## src/rtl/regfile_pkg.sv

```systemverilog
// Shared widths, the register-0 address and the arbiter state encoding for the
// register-file writeback path.
package regfile_pkg;

   localparam int REG_ADDR_W = 5;
   localparam int REG_DATA_W = 32;
   localparam logic [REG_ADDR_W-1:0] REG_ZERO = 5'd0;

   // Four bits is enough for the largest MAX_WAIT of 15.
   localparam int WAIT_CNT_W = 4;

   typedef enum logic {
      PRIO_A = 1'b0,
      PRIO_B = 1'b1
   } arb_state_t;

endpackage

```

## src/rtl/regfile_write_arbiter_if.sv

```systemverilog
// One writeback requester port: valid/ready handshake carrying a destination
// register and its data. The requester drives the master side.
interface regfile_write_arbiter_if
   import regfile_pkg::*;
#(
   parameter int ADDR_W = REG_ADDR_W,
   parameter int DATA_W = REG_DATA_W
) ();

   logic              valid;
   logic              ready;
   logic [ADDR_W-1:0] addr;
   logic [DATA_W-1:0] data;

   modport master (
      output valid,
      output addr,
      output data,
      input  ready
   );

   modport slave (
      input  valid,
      input  addr,
      input  data,
      output ready
   );

endinterface

```

## src/rtl/wb_grant_fsm.sv

```systemverilog
// Grant logic for the shared write port: fixed priority to A, with a wait
// counter that hands one cycle of priority to B after MAX_WAIT losses.
module wb_grant_fsm
   import regfile_pkg::*;
#(
   parameter int MAX_WAIT = 3
) (
   input  logic clk,
   input  logic rst_n,
   input  logic a_valid,
   input  logic b_valid,
   output logic a_ready,
   output logic b_ready,
   output logic forced_b
);

   localparam logic [WAIT_CNT_W-1:0] MAX_WAIT_CNT = WAIT_CNT_W'(MAX_WAIT);

   arb_state_t            state_reg;
   arb_state_t            state_next;
   logic [WAIT_CNT_W-1:0] wait_cnt_reg;
   logic [WAIT_CNT_W-1:0] wait_cnt_next;
   logic                  b_lost;
   logic                  b_released;

   // B loses a cycle only when it is waiting and A takes the port instead.
   assign b_lost     = b_valid && a_ready;
   assign b_released = b_ready || !b_valid;

   always_ff @(posedge clk or negedge rst_n) begin
      if (!rst_n) begin
         state_reg    <= PRIO_A;
         wait_cnt_reg <= '0;
      end else begin
         state_reg    <= state_next;
         wait_cnt_reg <= wait_cnt_next;
      end
   end

   always_comb begin
      state_next    = state_reg;
      wait_cnt_next = wait_cnt_reg;

      if (b_released) begin
         wait_cnt_next = '0;
      end else if (b_lost) begin
         wait_cnt_next = wait_cnt_reg + 1'b1;
      end

      case (state_reg)
         PRIO_A: begin
            if (b_lost && (wait_cnt_reg + 1'b1 == MAX_WAIT_CNT)) begin
               state_next = PRIO_B;
            end
         end
         PRIO_B: begin
            // A B transfer or a withdrawn B request both end the forced cycle.
            if (b_released) begin
               state_next = PRIO_A;
            end
         end
         default: state_next = PRIO_A;
      endcase
   end

   always_comb begin
      a_ready  = 1'b0;
      b_ready  = 1'b0;
      forced_b = 1'b0;

      case (state_reg)
         PRIO_A: begin
            a_ready = a_valid;
            b_ready = b_valid && !a_valid;
         end
         PRIO_B: begin
            b_ready  = b_valid;
            a_ready  = a_valid && !b_valid;
            forced_b = 1'b1;
         end
         default: begin
            a_ready = a_valid;
            b_ready = b_valid && !a_valid;
         end
      endcase
   end

endmodule

```

## src/rtl/regfile_write_arbiter.sv

```systemverilog
// Shares the register file's single write port between the ALU (A) and the
// load/multi-cycle unit (B), registering the granted write toward the regfile.
module regfile_write_arbiter
   import regfile_pkg::*;
#(
   parameter int MAX_WAIT = 3,
   parameter int ADDR_W   = REG_ADDR_W,
   parameter int DATA_W   = REG_DATA_W
) (
   input  logic                   clk,
   input  logic                   rst_n,
   regfile_write_arbiter_if.slave a_port,
   regfile_write_arbiter_if.slave b_port,
   output logic                   reg_write,
   output logic [ADDR_W-1:0]      write_addr,
   output logic [DATA_W-1:0]      write_data,
   output logic                   forced_b
);

   localparam logic [ADDR_W-1:0] ZERO_ADDR = ADDR_W'(REG_ZERO);

   logic              a_xfer;
   logic              b_xfer;
   logic              reg_write_reg;
   logic              reg_write_next;
   logic [ADDR_W-1:0] write_addr_reg;
   logic [ADDR_W-1:0] write_addr_next;
   logic [DATA_W-1:0] write_data_reg;
   logic [DATA_W-1:0] write_data_next;

   wb_grant_fsm #(
      .MAX_WAIT (MAX_WAIT)
   ) u_grant_fsm (
      .clk      (clk),
      .rst_n    (rst_n),
      .a_valid  (a_port.valid),
      .b_valid  (b_port.valid),
      .a_ready  (a_port.ready),
      .b_ready  (b_port.ready),
      .forced_b (forced_b)
   );

   assign a_xfer = a_port.valid && a_port.ready;
   assign b_xfer = b_port.valid && b_port.ready;

   // At most one port is granted per cycle, so the select order is immaterial.
   always_comb begin
      write_addr_next = write_addr_reg;
      write_data_next = write_data_reg;
      reg_write_next  = 1'b0;

      if (a_xfer) begin
         write_addr_next = a_port.addr;
         write_data_next = a_port.data;
         reg_write_next  = (a_port.addr != ZERO_ADDR);
      end else if (b_xfer) begin
         write_addr_next = b_port.addr;
         write_data_next = b_port.data;
         reg_write_next  = (b_port.addr != ZERO_ADDR);
      end
   end

   always_ff @(posedge clk or negedge rst_n) begin
      if (!rst_n) begin
         reg_write_reg  <= 1'b0;
         write_addr_reg <= '0;
         write_data_reg <= '0;
      end else begin
         reg_write_reg  <= reg_write_next;
         write_addr_reg <= write_addr_next;
         write_data_reg <= write_data_next;
      end
   end

   assign reg_write  = reg_write_reg;
   assign write_addr = write_addr_reg;
   assign write_data = write_data_reg;

endmodule
```

## src/flat_wrapper.sv

```systemverilog
// flat-port wrapper written by rule: the top's interface ports become plain ports
module regfile_write_arbiter_flat import regfile_pkg::*;
#(
   parameter int MAX_WAIT = 3,
   parameter int ADDR_W   = REG_ADDR_W,
   parameter int DATA_W   = REG_DATA_W
)
  (clk, rst_n, reg_write, write_addr, write_data, forced_b, a_port_valid, a_port_addr, a_port_data, a_port_ready, b_port_valid, b_port_addr, b_port_data, b_port_ready);
  regfile_write_arbiter_if #(.ADDR_W(ADDR_W), .DATA_W(DATA_W)) a_port_i ();
  regfile_write_arbiter_if #(.ADDR_W(ADDR_W), .DATA_W(DATA_W)) b_port_i ();
  input  logic clk;
  input  logic rst_n;
  output logic reg_write;
  output logic [ADDR_W-1:0] write_addr;
  output logic [DATA_W-1:0] write_data;
  output logic forced_b;
  input wire logic [$bits(a_port_i.valid)-1:0] a_port_valid;
  input wire logic [$bits(a_port_i.addr)-1:0] a_port_addr;
  input wire logic [$bits(a_port_i.data)-1:0] a_port_data;
  output wire logic [$bits(a_port_i.ready)-1:0] a_port_ready;
  input wire logic [$bits(b_port_i.valid)-1:0] b_port_valid;
  input wire logic [$bits(b_port_i.addr)-1:0] b_port_addr;
  input wire logic [$bits(b_port_i.data)-1:0] b_port_data;
  output wire logic [$bits(b_port_i.ready)-1:0] b_port_ready;
  assign a_port_i.valid = a_port_valid;
  assign a_port_i.addr = a_port_addr;
  assign a_port_i.data = a_port_data;
  assign a_port_ready = a_port_i.ready;
  assign b_port_i.valid = b_port_valid;
  assign b_port_i.addr = b_port_addr;
  assign b_port_i.data = b_port_data;
  assign b_port_ready = b_port_i.ready;
  regfile_write_arbiter #(.MAX_WAIT(MAX_WAIT), .ADDR_W(ADDR_W), .DATA_W(DATA_W)) u_core (.clk(clk), .rst_n(rst_n), .a_port(a_port_i), .b_port(b_port_i), .reg_write(reg_write), .write_addr(write_addr), .write_data(write_data), .forced_b(forced_b));
endmodule
```

## config.mk

```make
export PLATFORM = sky130hd
export DESIGN_NAME = regfile_write_arbiter_flat
export DESIGN_NICKNAME = d
export VERILOG_FILES = /design/src/rtl/regfile_pkg.sv /design/src/rtl/regfile_write_arbiter_if.sv /design/src/rtl/wb_grant_fsm.sv /design/src/rtl/regfile_write_arbiter.sv /design/src/flat_wrapper.sv
export SDC_FILE = /design/constraint.sdc
export NUM_CORES = 1
export LEC_CHECK = 0
export CAP_MARGIN = 0
export CORE_ASPECT_RATIO = 1.1
export CORE_MARGIN = 10
export CORE_UTILIZATION = 41
export CTS_CLUSTER_SIZE = 14
export DETAILED_ROUTE_END_ITERATION = 16
export PLACE_DENSITY = 0.86
export SLEW_MARGIN = 20
export SYNTH_ARGS = -nofsm -noshare
export SYNTH_HDL_FRONTEND = slang
export SYNTH_SLANG_ARGS = --single-unit
```

## constraint.sdc

```tcl
create_clock -name clk -period 3.6 [get_ports clk]
set_clock_uncertainty 0.1 [all_clocks]
set_input_delay 0.72 -clock clk [delete_from_list [all_inputs] [get_ports clk]]
set_output_delay 0.72 -clock clk [all_outputs]
set_load 0.01 [all_outputs]
```

==> impl_summary.md <==
Timing
The headroom to the max-slew limit is 36.9%. The final hold violation count is 0. Based on the critical path, the design can be clocked at up to 345 MHz.

Setup violations remaining at the end of the flow were counted as 0. The sum of negative setup slack is 0 ns. At the pin with the least slew margin, the transition time is 0.947 ns.

The final number of max-transition violations is 0. The final critical path time including I/O delays and setup is 2.90 ns. Setup repair after global routing left no endpoint under its margin. The final clock period utilization by the worst path is 80.5%.

Power and ir drop
Of the total power, the clock network draws 26.6%. The portion of total power attributed to sequential cells is 46.6%. In this run switching power makes up 26.3% of total power. Summed over all nets, the switching power comes to 0.307 mW.

The worst-case IR drop observed on VDD is 0.000232 V. Per report_power, the combinational group accounts for 26.8% of the total. In this run the power density over the cells is 353 nW/µm².

The total leakage power is 1.28 nW. Cell internal power was estimated by the tool at 0.861 mW.

Routing
The routed design has 6830 µm of wire. The count of unresolved DRC violations after routing is 0. Across all layers, the routed design uses 1860 vias. The first routing iteration left 105 violations.

Dividing the detail-routed wire length by the instance count gives 20.5 µm. Before antenna repair, the detailed router went through 4 iterations. The detail route stage leaves a number of antenna-violating nets equal to 0. The number of vias per cell is 5.57.

Critical path
The signal on the critical path passes through clkdlybuf4s50_1, nand2b_2, nand2_1, inv_1, clkdlybuf4s50_1. The kind of critical path is in2out. In this run the worst path has a maximum fanout of 5.

The type of element capturing the critical path is an output port. The most numerous cell on the critical path is clkdlybuf4s50_1. The worst setup path is launched from a primary input.

The signal arrival time at the worst endpoint is 2.08 ns. The library cell contributing the largest single delay on the critical path is clkdlybuf4s50_1. Counting buffers and inverters, the worst setup path is 5 cells deep. Together, buffers and inverters on the worst path number 3. The worst register-to-register path has a depth of 4. Data on the critical path is required at its endpoint by 2.78 ns. Broken down by cell family, the worst path's largest delay share belongs to buffers and inverters. The biggest cell delay along the critical path is 0.54 ns.

Logic synthesis
The instance count of the mapped netlist is 162. The share of synthesized area occupied by flip-flops and latches is 53.3%. The post-synthesis average cell area is 12.5 µm². The number of distinct library cells after synthesis is 24. The netlist area before placement is 2020 µm².

The number of storage elements in the synthesis netlist is 43. The total of warnings raised by yosys is 0. The net count after synthesis is 242.

Floorplanning
During I/O placement, the number of pins put on the boundary was 119. The region available for standard cell placement spans 4720 µm². After floorplanning, the core was divided into 26 placement rows.

The initial utilization of the core area, before any placement, comes to 42.8%. The die width is 86.9 µm. The die covers 8140 µm². The vertical die dimension is 93.6 µm.

Finish
The share of the core filled with cells in the final layout is 70.1%. The finished layout holds 334 standard cells, fillers aside. Leaving out fill and tap cells, the most frequent cell in the layout is clkdlybuf4s50_1. The register with the most flip-flops in the layout has 32 of them. The proportion of layout cells with a drive suffix above 1 is 16.5%. The layout net count is 357. From synthesis to final layout, the design area changed by 63.8%.

0 antenna diodes ended up in the layout. The library cells used most frequently in the layout, excluding fill and tap cells, are 117 x clkdlybuf4s50_1, 43 x dfrtp_1, 35 x or3_1.

Global route
The number of antenna violations at the first check in global routing was 0. The global route total overflow is 0. The first global-routing pass estimated 10400 µm of wire. Across every metal layer, demand over resource in global routing totals 16.1%.

Entering global routing, the biggest net connects 44 pins. The via count of the first global-routing pass is 2007.

CTS
The maximum buffer depth of the clock tree is 2. The post-CTS repair timing setup buffer count is 0. At the later pin of the worst-skew pair, clock insertion delay measures 0.30 ns. The TritonCTS clock tree is done.

The cell at the root of the clock tree is clkbuf_8. The CTS sink count is 43. The number of buffers inserted during clock tree synthesis is 5. The clock-pin transition on the worst setup and hold timing paths is 0.08 ns. The number of gates resized after CTS is 0. Hold repair after CTS inserted 0 buffers.

The number of levels in the clock H-tree is 2.

Placed design
The routability congestion estimate from global placement is 0.760. Port buffering added 118 buffers. Detailed placement finished with a half-perimeter wire length of 5090 µm. Once placement completed, the tool counted placed cells totaling 326.

Flow run
Max-cap violations in this run came to 0.

Run status
The flow ran to the end, and the final reports show no timing, DRC or antenna violations.

Worst hold path
The cell depth of the worst hold path is 1. The kind of path behind the tightest hold check is reg2reg.
## synthesized netlist by cell type
master    number  share of area, %
a211o_1        2              0.87
buf_2          5               1.2
buf_4          1              0.37
buf_6          3               1.7
clkbuf_1       6               1.1
dfrtp_1       43                53
ha_1           2               1.2
inv_1          3              0.56
nand2_1        3              0.56
nand2_4        1              0.56
nand2b_1       1              0.31
nand2b_2       1              0.43
nand3_1        2              0.50
nand3b_4       1              0.99
nor2_1         6               1.1
nor2b_1        2              0.62
o221a_1        8               4.5
o221a_2       29                16
o22ai_1        1              0.31
o31ai_1        1              0.37
or3_1         35                11
or4_1          3               1.1
xnor2_1        2              0.87
xor2_1         1              0.43
## power by group through the flow
stage | Combinational, mW | Sequential (mW) | Clock (mW)
after global routing | 0.335 | 0.550 | 0.343
after detailed placement | 0.316 | 0.554 | 0
after CTS | 0.317 | 0.545 | 0.322
after floorplan | 0.0892 | 0.574 | 0
after global placement | 0.311 | 0.553 | 0
final | 0.313 | 0.545 | 0.311
## kinds of logic after synthesis
| logic type | count (synthesis) | share of synthesized area (%) |
|---|---|---|
| AOI/OAI and AO/OA | 41 | 22.2 |
| and+or+nand+nor | 55 | 17.0 |
| DFF | 43 | 53.3 |
| buffers and inverters | 18 | 4.96 |
| adders and majority gates | 2 | 1.24 |
| xor gates and xnor gates | 3 | 1.30 |
## through the flow
step / hold WS (ns) / instance area (µm²) / total power, mW / setup slack [ns]
2_1_floorplan: 0.324 / 2020 / 0.663 / 1.50
3_3_place_gp: 0.390 / 3210 / 0.864 / 0.724
3_5_place_dp: 0.404 / 3210 / 0.870 / 0.698
4_1_cts: 0.415 / 3310 / 1.18 / 0.697
5_1_grt: 0.445 / 3310 / 1.23 / 0.615
6_report: 0.415 / 3310 / 1.17 / 0.702
## worst paths after layout
check / startpoint / to / slack [ns]
min reg2reg: u_core.u_grant_fsm.wait_cnt_reg[0] / u_core.u_grant_fsm.wait_cnt_reg[0] / 0.41
min in group asynchronous: rst_n / u_core.write_data[10] / 0.46
max in group asynchronous: rst_n / u_core.u_grant_fsm.wait_cnt_reg[0] / 2.34
max reg2reg: u_core.u_grant_fsm.state_reg / u_core.write_data[29] / 2.03
max: a_port_valid / b_port_ready / 0.70
min: u_core.u_grant_fsm.wait_cnt_reg[0] / u_core.u_grant_fsm.wait_cnt_reg[0] / 0.41
## metal layers
| layer | up-vias | GRT usage (%) | wire length (µm) |
|---|---|---|---|
| met5 | - | 0 | 0 |
| met4 | 0 | 3.92 | 98 |
| met3 | 10 | 6.68 | 628 |
| met2 | 76 | 28.4 | 3490 |
| met1 | 906 | 17.2 | 2610 |
| li1 | 868 | - | - |
## final cells by class
| type | count | area, µm² |
|---|---|---|
| clock buffer | 5 | 68.8 |
| tap | 56 | 70.1 |
| fill | 362 | 1410 |
| clock inverter | 3 | 23.8 |
| inverter | 3 | 11.3 |
| sequential | 43 | 1080 |
| multi-input combinational | 101 | 843 |
| timing repair buffer | 123 | 1210 |
Note: power is estimated with default switching activity, not from simulation.
